## src/rtl/tl_egress_drain_pkg.sv

```systemverilog
// ------------------------------------------------------------------
// tl_egress_drain_pkg : shared widths, FSM encodings and word type
// Rev 1.0
// ------------------------------------------------------------------
`default_nettype none

package tl_egress_drain_pkg;

  localparam int DATA_WIDTH = 12;
  localparam int CNT_WIDTH  = 5;
  localparam int NUM_CLASS  = 4;
  localparam int CLS_WIDTH  = 2;
  localparam int BUF_DEPTH  = 2;

  localparam logic [1:0] ST_IDLE   = 2'd0;
  localparam logic [1:0] ST_ACTIVE = 2'd1;
  localparam logic [1:0] ST_STALL  = 2'd2;

  typedef struct packed {
    logic [CLS_WIDTH-1:0]  cls;
    logic [DATA_WIDTH-1:0] data;
  } egress_word_t;

endpackage

`default_nettype wire

```

## src/rtl/tl_skid_fifo2.sv

```systemverilog
// ------------------------------------------------------------------
// tl_skid_fifo2 : 2-entry word+class FIFO with occupancy count
// Rev 1.0
// ------------------------------------------------------------------
`default_nettype none

module tl_skid_fifo2
  import tl_egress_drain_pkg::*;
(
  input  logic         clk,
  input  logic         reset_L,
  input  logic         push_i,
  input  egress_word_t push_word_i,
  input  logic         pop_i,
  output egress_word_t head_o,
  output logic [1:0]   count_o,
  output logic         full_o,
  output logic         empty_o
);

  egress_word_t mem_q [BUF_DEPTH];
  logic         wr_ptr_q;
  logic         rd_ptr_q;
  logic [1:0]   count_q;
  logic [1:0]   count_d;

  // Callers qualify push/pop, so a simultaneous push and pop is always legal.
  always_comb begin
    count_d = count_q;
    case ({push_i, pop_i})
      2'b10:   count_d = count_q + 2'd1;
      2'b01:   count_d = count_q - 2'd1;
      default: count_d = count_q;
    endcase
  end

  always_ff @(posedge clk) begin
    if (!reset_L) begin
      for (int i = 0; i < BUF_DEPTH; i++) begin
        mem_q[i] <= '0;
      end
      wr_ptr_q <= 1'b0;
      rd_ptr_q <= 1'b0;
      count_q  <= 2'd0;
    end else begin
      if (push_i) begin
        mem_q[wr_ptr_q] <= push_word_i;
        wr_ptr_q        <= ~wr_ptr_q;
      end
      if (pop_i) begin
        rd_ptr_q <= ~rd_ptr_q;
      end
      count_q <= count_d;
    end
  end

  assign head_o  = mem_q[rd_ptr_q];
  assign count_o = count_q;
  assign full_o  = (count_q == 2'd2);
  assign empty_o = (count_q == 2'd0);

endmodule

`default_nettype wire

```

## src/rtl/tl_egress_drain.sv

```systemverilog
// ------------------------------------------------------------------
// tl_egress_drain : round-robin drain of four class FIFOs onto one stream
// Rev 1.0
// ------------------------------------------------------------------
`default_nettype none

module tl_egress_drain
  import tl_egress_drain_pkg::*;
(
  input  logic                  clk,
  input  logic                  reset_L,
  input  logic                  enable,
  input  logic                  empty0,
  input  logic                  empty1,
  input  logic                  empty2,
  input  logic                  empty3,
  input  logic [DATA_WIDTH-1:0] data_in0,
  input  logic [DATA_WIDTH-1:0] data_in1,
  input  logic [DATA_WIDTH-1:0] data_in2,
  input  logic [DATA_WIDTH-1:0] data_in3,
  output logic                  pop0,
  output logic                  pop1,
  output logic                  pop2,
  output logic                  pop3,
  input  logic                  out_ready,
  output logic                  out_valid,
  output logic [DATA_WIDTH-1:0] data_out,
  output logic [CLS_WIDTH-1:0]  out_class,
  input  logic [CLS_WIDTH-1:0]  cnt_sel,
  output logic [CNT_WIDTH-1:0]  cnt_out,
  output logic                  idle
);

  logic [NUM_CLASS-1:0]  w_empty;
  logic [DATA_WIDTH-1:0] w_data_in [NUM_CLASS];

  logic [1:0]           rr_q, rr_d;
  logic                 inflight_q, inflight_d;
  logic [CLS_WIDTH-1:0] inflight_cls_q, inflight_cls_d;
  logic [1:0]           state_q, state_d;
  logic [CNT_WIDTH-1:0] cnt_q [NUM_CLASS];

  logic                 w_found;
  logic [1:0]           w_grant;
  logic [1:0]           w_occ;
  logic                 w_credit;
  logic                 w_pop;
  logic                 w_push;
  logic                 w_out_fire;
  egress_word_t         w_push_word;
  egress_word_t         w_head;
  logic [1:0]           w_buf_count;
  logic                 w_buf_full;
  logic                 w_buf_empty;

  assign w_empty      = {empty3, empty2, empty1, empty0};
  assign w_data_in[0] = data_in0;
  assign w_data_in[1] = data_in1;
  assign w_data_in[2] = data_in2;
  assign w_data_in[3] = data_in3;

  always_comb begin
    logic [1:0] idx;
    idx     = rr_q;
    w_found = 1'b0;
    w_grant = rr_q;
    for (int i = 0; i < NUM_CLASS; i++) begin
      idx = rr_q + i[1:0];
      if (!w_found && !w_empty[idx]) begin
        w_found = 1'b1;
        w_grant = idx;
      end
    end
  end

  // Credit counts the word already popped but not yet captured.
  assign w_occ    = w_buf_count + {1'b0, inflight_q};
  assign w_credit = (w_occ < 2'd2);
  assign w_pop    = reset_L & enable & w_found & w_credit;

  assign {pop3, pop2, pop1, pop0} = w_pop ? (4'b0001 << w_grant) : 4'b0000;

  assign w_out_fire       = out_valid & out_ready;
  assign w_push           = inflight_q & (~w_buf_full | w_out_fire);
  assign w_push_word.cls  = inflight_cls_q;
  assign w_push_word.data = w_data_in[inflight_cls_q];

  tl_skid_fifo2 u_skid (
    .clk         (clk),
    .reset_L     (reset_L),
    .push_i      (w_push),
    .push_word_i (w_push_word),
    .pop_i       (w_out_fire),
    .head_o      (w_head),
    .count_o     (w_buf_count),
    .full_o      (w_buf_full),
    .empty_o     (w_buf_empty)
  );

  assign out_valid = ~w_buf_empty;
  assign data_out  = w_head.data;
  assign out_class = w_head.cls;

  assign rr_d           = w_pop ? (w_grant + 2'd1) : rr_q;
  assign inflight_d     = w_pop;
  assign inflight_cls_d = w_pop ? w_grant : inflight_cls_q;

  always_comb begin
    state_d = state_q;
    case (state_q)
      ST_IDLE: begin
        if (w_pop) state_d = ST_ACTIVE;
      end
      ST_ACTIVE: begin
        if (w_occ == 2'd2) begin
          state_d = ST_STALL;
        end else if (!w_pop && !inflight_q && (w_buf_count == 2'd0)) begin
          state_d = ST_IDLE;
        end
      end
      ST_STALL: begin
        if (w_credit) state_d = ST_ACTIVE;
      end
      default: state_d = ST_IDLE;
    endcase
  end

  always_ff @(posedge clk) begin
    if (!reset_L) begin
      rr_q           <= 2'd0;
      inflight_q     <= 1'b0;
      inflight_cls_q <= '0;
      state_q        <= ST_IDLE;
      for (int i = 0; i < NUM_CLASS; i++) begin
        cnt_q[i] <= '0;
      end
    end else begin
      rr_q           <= rr_d;
      inflight_q     <= inflight_d;
      inflight_cls_q <= inflight_cls_d;
      state_q        <= state_d;
      if (w_out_fire) begin
        cnt_q[out_class] <= cnt_q[out_class] + CNT_WIDTH'(1);
      end
    end
  end

  assign cnt_out = cnt_q[cnt_sel];
  assign idle    = (state_q == ST_IDLE);

endmodule

`default_nettype wire

```

## config.mk

```make
export PLATFORM = sky130hd
export DESIGN_NAME = tl_egress_drain
export DESIGN_NICKNAME = d
export VERILOG_FILES = /design/src/rtl/tl_egress_drain_pkg.sv /design/src/rtl/tl_skid_fifo2.sv /design/src/rtl/tl_egress_drain.sv
export SDC_FILE = /design/constraint.sdc
export NUM_CORES = 1
export LEC_CHECK = 0
export BUFFER_PORTS_ARGS = -buffer_cell sky130_fd_sc_hd__buf_2
export CELL_PAD_IN_SITES_DETAIL_PLACEMENT = 1
export CELL_PAD_IN_SITES_GLOBAL_PLACEMENT = 1
export CORE_MARGIN = 5
export CORE_UTILIZATION = 30
export CTS_CLUSTER_DIAMETER = 150
export DETAILED_ROUTE_END_ITERATION = 10
export PLACE_DENSITY_LB_ADDON = 0.1
export SYNTH_ARGS = -nofsm -noshare
export SYNTH_HDL_FRONTEND = slang
export SYNTH_SLANG_ARGS = --single-unit
```

## constraint.sdc

```tcl
create_clock -name clk -period 7.1 [get_ports clk]
set_input_delay 0.355 -clock clk [delete_from_list [all_inputs] [get_ports clk]]
set_output_delay 0.355 -clock clk [all_outputs]
set_load 0.03 [all_outputs]
```

==> results of run 1 <==
==> layer usage <==
layer  global-route usage [%]  wire length, um  up-vias
met5                        0                0        -
met4                     3.96               46        0
met3                     3.28              388        4
met2                     23.4             4300       47
met1                     17.7             3790     1193
li1                         -                -     1133
==> final timing paths <==
path              cells after the start                        endpoint  slack, ns                           start
setup / recovery                      7       cnt_q[1][4]$_SDFFCE_PN0P_       3.89                        register
hold / removal                        3           inflight_q$_SDFF_PN0_       0.46                          enable
setup reg to reg                      7       cnt_q[1][4]$_SDFFCE_PN0P_       3.89                        register
hold reg to reg                       2  u_skid.count_o[1]$_SDFFE_PN0P_       0.59  u_skid.count_o[1]$_SDFFE_PN0P_
==> placed cells by master (no fill, tap or decap), types with 2 or more instances in the layout <==
cell type,count
sky130_fd_sc_hd__or3_1,2
sky130_fd_sc_hd__xnor2_1,3
sky130_fd_sc_hd__mux2i_2,2
sky130_fd_sc_hd__inv_1,12
sky130_fd_sc_hd__and3_1,15
sky130_fd_sc_hd__nand2_1,13
sky130_fd_sc_hd__buf_2,82
sky130_fd_sc_hd__clkinv_2,2
sky130_fd_sc_hd__nor2b_1,14
sky130_fd_sc_hd__clkbuf_8,9
sky130_fd_sc_hd__nand4_1,2
sky130_fd_sc_hd__nand2b_1,2
sky130_fd_sc_hd__mux2_2,12
sky130_fd_sc_hd__nand3_1,8
sky130_fd_sc_hd__clkinv_1,2
sky130_fd_sc_hd__a21oi_1,8
sky130_fd_sc_hd__mux2i_1,12
sky130_fd_sc_hd__o31ai_1,2
sky130_fd_sc_hd__dfxtp_1,12
sky130_fd_sc_hd__edfxtp_1,48
sky130_fd_sc_hd__ha_1,6
sky130_fd_sc_hd__o21ai_0,6
sky130_fd_sc_hd__nor2_1,19
sky130_fd_sc_hd__nor3b_1,4
sky130_fd_sc_hd__mux4_2,18
sky130_fd_sc_hd__and2_1,7
==> logic make-up after synthesis <==
family	Yosys count
simple gates	88
fa+ha+maj	6
mux	45
buf+inv	27
xor+xnor	4
flops	60
compound gates	29
==> where the power goes <==
group | switching [mW] | internal (mW) | total, mW
Sequential | 0.0162 | 0.399 | 0.415
Combinational | 0.0862 | 0.0642 | 0.150
Clock | 0.132 | 0.158 | 0.290
==> sequential cells by signal (all words and copies together) (netlist names), named ones only <==
name,flops
inflight_cls_q,2
state_q,2
u_skid.wr_ptr_q,1
u_skid.count_o,2
inflight_q,1
u_skid.mem_q,28
u_skid.rd_ptr_q,1
rr_q,2
cnt_q,20
==> cell type report <==
type                            count  area, um2  area share, %
Tap cell                          140        175           4.39
Clock inverter                      6       55.1           1.38
Sequential cell                    60       1680           42.2
Inverter                           13       48.8           1.22
Timing Repair Buffer               83        418           10.5
Multi-Input combinational cell    172       1480           37.2
Clock buffer                       10        128           3.20
==> tightest hold or removal path, cell delays in order <==
cell	delay, ns
sky130_fd_sc_hd__buf_2	0.10
sky130_fd_sc_hd__nand3_1	0.07
sky130_fd_sc_hd__nor2_1	0.16
==> stage by stage <==
| step | area, um2 | power, mW | setup slack [ns] | hold slack, ns |
|---|---|---|---|---|
| after global routing | 3990 | 0.904 | 3.60 | 0.471 |
| after detailed placement | 3810 | 0.576 | 3.88 | 0.584 |
| after CTS | 3990 | 0.872 | 3.84 | 0.445 |
| final | 3990 | 0.856 | 3.89 | 0.460 |
| after floorplan | 3280 | 0.523 | 4.59 | 0.535 |
| after global placement | 3810 | 0.574 | 3.97 | 0.568 |
==> reports/results.env, run 1 <==
POST-SYNTH-TOP-AREA-CELL='sky130_fd_sc_hd__edfxtp_1'
ROUTE.VIAS.TOTAL=2377
FP.DIEAREA_UM2=13100
SETUP_REPAIR_AFTER_GLOBAL_ROUTING_MISSED_ITS_MARGIN='false'
YOSYS_REGISTER_BITS=60
INITIAL_CORE_UTIL_PCT=30.4
CP.ARRIVAL_NS=3.37
SYNTHESIZED_AREA_FRACTION_OCCUPIED_BY_ADDER_CELLS_PCT=2.29
POST-ROUTE-UTIL_PCT=37.0
SETUP_VIOL=0
CRITPATHSLOWESTCELL='sky130_fd_sc_hd__dfxtp_1'
SYNTH.YOSYS.WARNINGS=0
RUN_STATUS='complete, no violations'
SYNTH.NET_COUNT=323
WIRE_PER_INST_UM=17.6
CLOCK_TREE.ROOT_CELL='sky130_fd_sc_hd__clkbuf_8'
CTS.SINKS=60
FINAL.PERIOD_UTILIZATION_PCT=45.2
SYNTH_COMPOUND_AREA_SHARE_PCT=5.91
SYNTH_AREA_PER_CELL_UM2=12.7
FINAL-INSTANCE-COUNT-EXCL-FILL=484
GRTUSAGETOTAL_PCT=13.9
N_FILL_CELL=1203
FINALWIRELENGTH_MM=8.52
CRIT_CHAIN='mux2i_2, mux2i_1, ha_1, nand2_1, or3_1, a21o_1, a21oi_1'
SYNTH_SEQUENTIAL_AREA_RATIO_PCT=51.2
SYNTHSIMPLEGATEAREAFRAC_PCT=14.1
CRIT_REQUIRED_NS=7.27
TIMING.CRITICAL_PATH.FROM_TYPE='register'
CLKLATENCYLATEPIN_NS=0.33
CTS-HTREE-LEVELS=3
DESIGN.CORE.AREA_UM2=10800
GRT_PASS1_WL_MM=13.9
INSERTEDDIODECOUNT=0
FINAL_PERIOD_MINUS_WORST_SETUP_SLACK_NS=3.21
PORT-BUFFER-COUNT=82
DRIVE_ABOVE_1_SHARE_PCT=38.4
TRITONCTS.NUM_BUFFERS=9
TIMING.CRITICAL_PATH.TO_TYPE='register'
NUMBER_OF_FLOPS_MAPPED_TO_ENABLE_CELLS_BY_YOSYS=48
WORST_CLOCK_SKEW_NS=0.00769
DIE_HEIGHT_UM=115
FINALHOLDVIOLCOUNT=0
AREAGROWTHSYNTHTOFINISH_PCT=21.5
DRV_SLEW=0
POST_DRT_VIA_CELL_RATIO=4.91
DOMINANT_COMBINATIONAL_CELL_FAMILY_BY_AREA_AFTER_SYNTHESIS='multiplexers'
DRC_ERRORS=0
SETUP_TOTAL_NEGATIVE_SLACK_NS=0
TYPE_OF_THE_TIGHTEST_MIN_DELAY_CHECK='in2reg'
DETAIL_ROUTE.FIRST_PASS.ITERATIONS=4
SYNTH_LARGEST_TYPE_AREA_FRACTION_PCT=43.9
WORST_PIN_SLEW_NS=1.07
YS_TOP_CELLS_BY_COUNT='sky130_fd_sc_hd__edfxtp_1 (48), sky130_fd_sc_hd__nor2_1 (19), sky130_fd_sc_hd__mux4_2 (18)'
POST_CTS_RESIZE_COUNT=0
TIMING.MAX_SLEW.REL_SLACK_PCT=28.3
GRT_OVERFLOW_TOTAL=0
DETAIL_ROUTE.ITER0.VIOLATIONS=98
FLOORPLAN.IO_PINS=83
CRITICAL_PATH.MAX_STAGE_DELAY_NS=0.79
NUM-NETS-FINAL=403
PLACEMENT_ROWS=38
CAP_VIOL_MAX_COUNT=0
FRACTION_OF_SYNTHESIZED_AREA_IN_MULTIPLEXERS_PCT=21.8
POSTSYNTH.ASYNCRESETSHARE_PCT=0
PLACE_CONGESTION=0.762
P_PER_AREA_nW_PER_UM2=214
SYNTHESIS.AREA_UM2=3280
POSTCTSSETUPBUFFERS=0
TIMING_WORST_SETUP_PATH_TYPE='reg2reg'
IR_WORST_VDD_mV=0.101
SYN-INSTANCE-COUNT=259
CTS_TREE='built'
FLOORPLAN.DIE.WIDTH_UM=115
SYNTHMOSTINSTANTIATEDCELL='sky130_fd_sc_hd__edfxtp_1'
SYNTH_XOR_AREA_SHARE_PCT=1.07
MAXIMUM_NUMBER_OF_PINS_ON_ONE_NET_BEFORE_GLOBAL_ROUTE_REPAIR=35
CLKSLEWWORSTSETUPHOLDPATHS_NS=0.06
NUMBER_OF_HOLD_BUFFERS_ADDED_AFTER_CTS=0
NUMPLACEDINSTANCES=468
CRITPATHMAXFANOUT=14
CRITPATHBUFINV=0
ANT_NETS=0
POST_SYNTH_NUM_CELL_TYPES=43
LEAKAGE_nW=1.67
SYNTH_FLOP_CELL='sky130_fd_sc_hd__edfxtp_1'
WORST_PATH_DOMINANT_CELL_FAMILY='multiplexers'
SYNTH_AREA_LEADERS='sky130_fd_sc_hd__edfxtp_1 (44%), sky130_fd_sc_hd__mux4_2 (12%), sky130_fd_sc_hd__dfxtp_1 (7.3%), sky130_fd_sc_hd__mux2_2 (4.1%), sky130_fd_sc_hd__mux2i_1 (3.7%)'
MAX_FREQ_GHz=0.312
GRT_ANTENNA_BEFORE_REPAIR=0
FIRST_GLOBAL_VIAS=2643
MAX-CLOCK-PATH-BUFFERS=2
DP_HPWL_MM=6.22
Power figures use the tool's default switching activity.
==> run 2, diff against run 1 <==
clock period = 2.7 ns   (was 7.1 ns; I/O delays follow)
==> reports/results.env, run 2 (synthesis gave the netlist of run 1 again) <==
RUN_STATUS='complete, no violations'  # unchanged
DIE_HEIGHT_UM=115  # unchanged
MAXIMUM_NUMBER_OF_PINS_ON_ONE_NET_BEFORE_GLOBAL_ROUTE_REPAIR=22  # was 35
PLACEMENT_ROWS=38  # unchanged
PLACE_CONGESTION=0.742  # was 0.762
ANT_NETS=0  # unchanged
CAP_VIOL_MAX_COUNT=0  # unchanged
CLKLATENCYLATEPIN_NS=0.33  # about the same
TRITONCTS.NUM_BUFFERS=9  # unchanged
CLKSLEWWORSTSETUPHOLDPATHS_NS=0.07  # was 0.06 ns
FLOORPLAN.DIE.WIDTH_UM=115  # unchanged
INITIAL_CORE_UTIL_PCT=30.4  # unchanged
NUM-NETS-FINAL=415  # was 403
LEAKAGE_nW=1.74  # was 1.67 nW
WORST_PIN_SLEW_NS=0.789  # was 1.07 ns
LARGEST_REGISTERS_RANKED_BY_FLIP_FLOP_COUNT='u_skid.mem_q (28), cnt_q (20)'  # unchanged
MAX-CLOCK-PATH-BUFFERS=2  # unchanged
FINALWIRELENGTH_MM=8.63  # was 8.52 mm
CRIT_REQUIRED_NS=2.77  # was 7.27 ns
FLOORPLAN.IO_PINS=83  # unchanged
GRT_PASS1_WL_MM=13.8  # was 13.9 mm
DRIVE_ABOVE_1_SHARE_PCT=40.4  # was 38.4%
FINAL_PERIOD_MINUS_WORST_SETUP_SLACK_NS=2.44  # was 3.21 ns
PORT-BUFFER-COUNT=82  # unchanged
SETUP_REPAIR_AFTER_GLOBAL_ROUTING_MISSED_ITS_MARGIN='false'  # unchanged
FP.DIEAREA_UM2=13100  # unchanged
POST_DRT_VIA_CELL_RATIO=4.85  # was 4.91
TIMING_WORST_SETUP_PATH_TYPE='reg2reg'  # unchanged
POWER.TOTAL_mW=2.37  # was 0.856 mW
GRT_OVERFLOW_TOTAL=0  # unchanged
DESIGN.CORE.AREA_UM2=10800  # unchanged
TIMING.CRITICAL_PATH.TO_TYPE='register'  # unchanged
WIRE_PER_INST_UM=17.4  # was 17.6 um
N_FILL_CELL=1204  # was 1203
ROUTE.VIAS.TOTAL=2407  # was 2377
TIMING.MAX_SLEW.REL_SLACK_PCT=47.2  # was 28.3%
LARGEST-REGISTER='u_skid.mem_q'  # unchanged
CTS.SINKS=60  # unchanged
NUMBER_OF_HOLD_BUFFERS_ADDED_AFTER_CTS=0  # unchanged
CRITPATHMAXFANOUT=4  # was 14
SETUP_TOTAL_NEGATIVE_SLACK_NS=0  # unchanged
CLOCK_TREE.ROOT_CELL='sky130_fd_sc_hd__clkbuf_8'  # unchanged
AREAGROWTHSYNTHTOFINISH_PCT=25.2  # was 21.5%
P_PER_AREA_nW_PER_UM2=575  # was 214 nW/um2
CTS_TREE='built'  # unchanged
DP_HPWL_MM=6.29  # was 6.22 mm
DPL-INSTANCE-AREA_UM2=3870  # was 3810 um2
WORST_CLOCK_SKEW_NS=0.0123  # was 0.00769 ns
FINAL.PERIOD_UTILIZATION_PCT=90.5  # was 45.2%
MOSTFREQUENTLAYOUTCELL='sky130_fd_sc_hd__buf_2'  # unchanged
GRT_ANTENNA_BEFORE_REPAIR=0  # unchanged
IR_WORST_VDD_mV=0.234  # was 0.101 mV
WORST_HOLD_SLACK_NS=0.214  # was 0.460 ns
FINAL_DESIGN_AREA_NO_FILL_UM2=4110  # was 3990 um2
CP.ARRIVAL_NS=2.51  # was 3.37 ns
MAX_FFS_PER_REGISTER=28  # unchanged
FINALHOLDVIOLCOUNT=0  # unchanged
FIRST_GLOBAL_VIAS=2652  # was 2643
DETAIL_ROUTE.FIRST_PASS.ITERATIONS=4  # unchanged
DRV_SLEW=0  # unchanged
MOSTFREQUENTLAYOUTCELLS='sky130_fd_sc_hd__buf_2 (82), sky130_fd_sc_hd__edfxtp_1 (48), sky130_fd_sc_hd__nor2_1 (19)'  # unchanged
INSERTEDDIODECOUNT=0  # unchanged
TIMING.CRITICAL_PATH.FROM_TYPE='register'  # unchanged
SETUP_VIOL=0  # unchanged
DRC_ERRORS=0  # unchanged
GRTUSAGETOTAL_PCT=13.8  # was 13.9%
DETAIL_ROUTE.ITER0.VIOLATIONS=104  # was 98
MAX_FREQ_GHz=0.409  # was 0.312 GHz
CTS-HTREE-LEVELS=3  # unchanged
TYPE_OF_THE_TIGHTEST_MIN_DELAY_CHECK='in2reg'  # unchanged
==> run 2: critical path, cell delays in order (launching register included) <==
cell                      delay [ns]
sky130_fd_sc_hd__dfxtp_1        0.45
sky130_fd_sc_hd__mux2i_4        0.31
sky130_fd_sc_hd__buf_4          0.16
sky130_fd_sc_hd__mux4_2         0.55
sky130_fd_sc_hd__ha_1           0.26
sky130_fd_sc_hd__nand2_1        0.08
sky130_fd_sc_hd__or3_1          0.12
sky130_fd_sc_hd__a21o_1         0.17
sky130_fd_sc_hd__a21oi_1        0.08
==> run 2: routing by layer <==
| layer | routed length [um] | vias up | GRT usage [%] |
|---|---|---|---|
| met3 | 368 | 11 | 2.43 |
| met4 | 144 | 0 | 5.38 |
| met1 | 3910 | 1184 | 17.8 |
| li1 | - | 1158 | - |
| met2 | 4200 | 54 | 23.0 |
| met5 | 0 | - | 0 |
==> run 2: area by class of cell <==
class                   instances  area (um2)  share of cell area, %
well taps                     140         175                   4.26
flip-flops and latches         60        1680                   40.9
clock inverters                 7        81.3                   1.98
multi-input cells             172        1490                   36.3
repair buffers                 95         508                   12.4
clock buffers                   9         124                   3.01
inverters                      13        48.8                   1.19
==> run 2: path summary, 6_finish.rpt <==
path	startpoint	to	slack [ns]	cells after the start
min reg2reg	inflight_cls_q[0]$_SDFFE_PN0P_	inflight_cls_q[0]$_SDFFE_PN0P_	0.48	2
max reg2reg	register	cnt_q[2][4]$_SDFFCE_PN0P_	0.26	8
max	register	cnt_q[2][4]$_SDFFCE_PN0P_	0.26	8
min	reset_L	u_skid.count_o[0]$_SDFFE_PN0P_	0.21	2
==> run 2: where the power goes <==
group          total (mW)  internal (mW)  switching (mW)  leakage, nW
registers            1.08           1.05          0.0330        0.598
clock network       0.858          0.507           0.351        0.105
logic               0.425          0.185           0.240         1.04
==> run 2: stage by stage <==
| step | utilization, % | instances | setup WS, ns |
|---|---|---|---|
| after global routing | 38.1 | 496 | 0.0414 |
| after global placement | 35.9 | 477 | 0.225 |
| after detailed placement | 35.9 | 477 | 0.0997 |
| final | 38.1 | 496 | 0.257 |
| after floorplan | - | 259 | 0.187 |
| after CTS | 37.8 | 493 | 0.0740 |
==> run 2: repair_timing <==
item,in CTS,in global routing
endpoints found under the hold margin,0,0
setup buffers,0,3
endpoints found under the setup margin,0,4
gates resized for setup,0,1
==> run 3, diff against run 2 <==
SETUP_SLACK_MARGIN = 0.4   (was not set)
==> reports/results.env, run 3 (synthesis gave the netlist of run 1 again) <==
DPL-INSTANCE-AREA_UM2=3880  # was 3870 um2
PLACE_CONGESTION=0.780  # was 0.742
CRIT_CHAIN='mux2i_4, buf_6, mux4_2, ha_4, xnor2_1, nor2_1'  # was mux2i_4, buf_4, mux4_2, ha_1, nand2_1, or3_1, a21o_1, a21oi_1
AREAGROWTHSYNTHTOFINISH_PCT=27.4  # was 25.2%
TIMING.HOLD.WORST.START='enable'  # was reset_L
MAX-CLOCK-PATH-BUFFERS=2  # unchanged
FINAL_DESIGN_AREA_NO_FILL_UM2=4180  # was 4110 um2
MAX_FFS_PER_REGISTER=28  # unchanged
P_PER_AREA_nW_PER_UM2=551  # was 575 nW/um2
DETAIL_ROUTE.FIRST_PASS.ITERATIONS=4  # unchanged
CLKSLEWWORSTSETUPHOLDPATHS_NS=0.08  # was 0.07 ns
POST_DRT_VIA_CELL_RATIO=4.85  # about the same
CTS_TREE='built'  # unchanged
TRITONCTS.NUM_BUFFERS=9  # unchanged
FINAL_PERIOD_MINUS_WORST_SETUP_SLACK_NS=2.22  # was 2.44 ns
DETAIL_ROUTE.ITER0.VIOLATIONS=90  # was 104
ROUTE.VIAS.TOTAL=2422  # was 2407
CP.ARRIVAL_NS=2.30  # was 2.51 ns
DRV_SLEW=0  # unchanged
CRITPATHMAXFANOUT=4  # unchanged
WORSTREGTOREGCELLS=6  # was 8
GRT_ANTENNA_BEFORE_REPAIR=0  # unchanged
TIMING_WORST_SETUP_PATH_TYPE='reg2reg'  # unchanged
TIMING.CRITICAL_PATH.FROM_TYPE='register'  # unchanged
INITIAL_CORE_UTIL_PCT=30.4  # unchanged
WIRE_PER_INST_UM=17.1  # was 17.4 um
POWER.TOTAL_mW=2.31  # was 2.37 mW
NUMPLACEDINSTANCES=476  # was 477
CRITPATHSLOWESTCELL='sky130_fd_sc_hd__mux4_2'  # unchanged
WORST_PIN_SLEW_NS=1.09  # was 0.789 ns
TIMING.MAX_SLEW.REL_SLACK_PCT=26.5  # was 47.2%
N_FILL_CELL=1186  # was 1204
MOSTFREQUENTLAYOUTCELLS='sky130_fd_sc_hd__buf_2 (82), sky130_fd_sc_hd__edfxtp_1 (48), sky130_fd_sc_hd__nor2_1 (18), sky130_fd_sc_hd__mux4_2 (18)'  # was sky130_fd_sc_hd__buf_2 (82), sky130_fd_sc_hd__edfxtp_1 (48), sky130_fd_sc_hd__nor2_1 (19)
FP.DIEAREA_UM2=13100  # unchanged
PORT-BUFFER-COUNT=82  # unchanged
CLKLATENCYLATEPIN_NS=0.33  # about the same
DESIGN.CORE.AREA_UM2=10800  # unchanged
LARGEST-REGISTER='u_skid.mem_q'  # unchanged
SETUP_TOTAL_NEGATIVE_SLACK_NS=0  # unchanged
CRITPATHBUFINV=1  # unchanged
FLOORPLAN.IO_PINS=83  # unchanged
DP_HPWL_MM=6.18  # was 6.29 mm
SETUP_VIOL=0  # unchanged
WORST_HOLD_SLACK_NS=0.171  # was 0.214 ns
HOLD_END='inflight_q$_SDFF_PN0_'  # was u_skid.count_o[0]$_SDFFE_PN0P_
FINAL.PERIOD_UTILIZATION_PCT=82.3  # was 90.5%
TIMING.CRITICAL_PATH.TO_TYPE='register'  # unchanged
FINAL-INSTANCE-COUNT-EXCL-FILL=499  # was 496
CRITICAL_PATH.MAX_STAGE_DELAY_NS=0.54  # was 0.55 ns
FINALWIRELENGTH_MM=8.56  # was 8.63 mm
CAP_VIOL_MAX_COUNT=0  # unchanged
REGISTER_TO_REGISTER_PATH_SETUP_SLACK_NS=0.48  # was 0.26 ns
WORST_CLOCK_SKEW_NS=0.0141  # was 0.0123 ns
ANT_NETS=0  # unchanged
TYPE_OF_THE_TIGHTEST_MIN_DELAY_CHECK='in2reg'  # unchanged
GRT_OVERFLOW_TOTAL=0  # unchanged
NUM-NETS-FINAL=418  # was 415
PLACE_WORST_SETUP_SLACK_NS=0.211  # was 0.0997 ns
IR_WORST_VDD_mV=0.213  # was 0.234 mV
FLOORPLAN.DIE.WIDTH_UM=115  # unchanged
DRIVE_ABOVE_1_SHARE_PCT=44.6  # was 40.4%
DRC_ERRORS=0  # unchanged
CRITICAL_PATH.REG2REG.ENDPOINT='cnt_q[1][2]$_SDFFCE_PN0P_'  # was cnt_q[2][4]$_SDFFCE_PN0P_
WORST_PATH_DOMINANT_CELL_FAMILY='multiplexers'  # unchanged
GRTUSAGETOTAL_PCT=13.8  # about the same
MIN_PATH_CELLS=3  # was 2
LEAKAGE_nW=1.76  # was 1.74 nW
POST-ROUTE-UTIL_PCT=38.8  # was 38.1%
RUN_STATUS='complete, no violations'  # unchanged
GRT_PASS1_WL_MM=13.8  # about the same
SETUP_REPAIR_AFTER_GLOBAL_ROUTING_MISSED_ITS_MARGIN='true'  # was false
CTS-HTREE-LEVELS=3  # unchanged
CRIT_CELLS=6  # was 8
CTS.SINKS=60  # unchanged
MAX_FREQ_GHz=0.450  # was 0.409 GHz
FINAL_WORST_SETUP_SLACK_NS=0.479  # was 0.257 ns
FINALHOLDVIOLCOUNT=0  # unchanged
INSERTEDDIODECOUNT=0  # unchanged
DIE_HEIGHT_UM=115  # unchanged
MAXIMUM_NUMBER_OF_PINS_ON_ONE_NET_BEFORE_GLOBAL_ROUTE_REPAIR=25  # was 22
CLOCK_TREE.ROOT_CELL='sky130_fd_sc_hd__clkbuf_8'  # unchanged
FIRST_GLOBAL_VIAS=2653  # was 2652
LARGEST_REGISTERS_RANKED_BY_FLIP_FLOP_COUNT='u_skid.mem_q (28), cnt_q (20)'  # unchanged
MOSTFREQUENTLAYOUTCELL='sky130_fd_sc_hd__buf_2'  # unchanged
PLACEMENT_ROWS=38  # unchanged
CRIT_REQUIRED_NS=2.78  # was 2.77 ns
[run 3: worst max path at each step]
| stage | end | slack, ns |
|---|---|---|
| after floorplan | cnt_q[2][4]$_SDFFCE_PN0P_ | 0.34 |
| after global placement | cnt_q[1][4]$_SDFFCE_PN0P_ | 0.25 |
| after detailed placement | cnt_q[2][4]$_SDFFCE_PN0P_ | 0.21 |
| after CTS | cnt_q[2][4]$_SDFFCE_PN0P_ | 0.41 |
| after global routing | cnt_q[1][4]$_SDFFCE_PN0P_ | 0.37 |
| final | cnt_q[1][2]$_SDFFCE_PN0P_ | 0.48 |
[run 3: final cells by class]
type / count / area [um2] / area share, %
Clock buffer: 11 / 131 / 3.14
Clock inverter: 5 / 52.6 / 1.26
Inverter: 13 / 51.3 / 1.23
Multi-Input combinational cell: 172 / 1550 / 37.1
Sequential cell: 60 / 1690 / 40.3
Tap cell: 140 / 175 / 4.19
Timing Repair Buffer: 98 / 534 / 12.8
[run 3: worst min-delay path, stage by stage]
cell and delay [ns]:
sky130_fd_sc_hd__buf_2 0.10, sky130_fd_sc_hd__nand3_1 0.09, sky130_fd_sc_hd__nor2_2 0.10
[run 3: per-layer routing]
layer  vias up  wire [um]  global-route usage [%]
met5         -          0                       0
met1      1186       3810                    18.4
met3         8        471                    2.91
li1       1161          -                       -
met4         0        103                    4.99
met2        67       4170                    22.1
[run 3: where the power goes]
part | total (mW) | leakage, nW | switching [mW] | internal (mW)
Combinational | 0.449 | 1.07 | 0.251 | 0.198
Clock | 0.775 | 0.0931 | 0.353 | 0.422
Sequential | 1.08 | 0.598 | 0.0330 | 1.05
[run 3: timing repair]
item                                    in CTS  in global routing
pin swaps                                    0                  5
resized for setup                            4                 11
buffers inserted                             2                  5
hold buffers                                 0                  0
endpoints found under the setup margin      10                 11
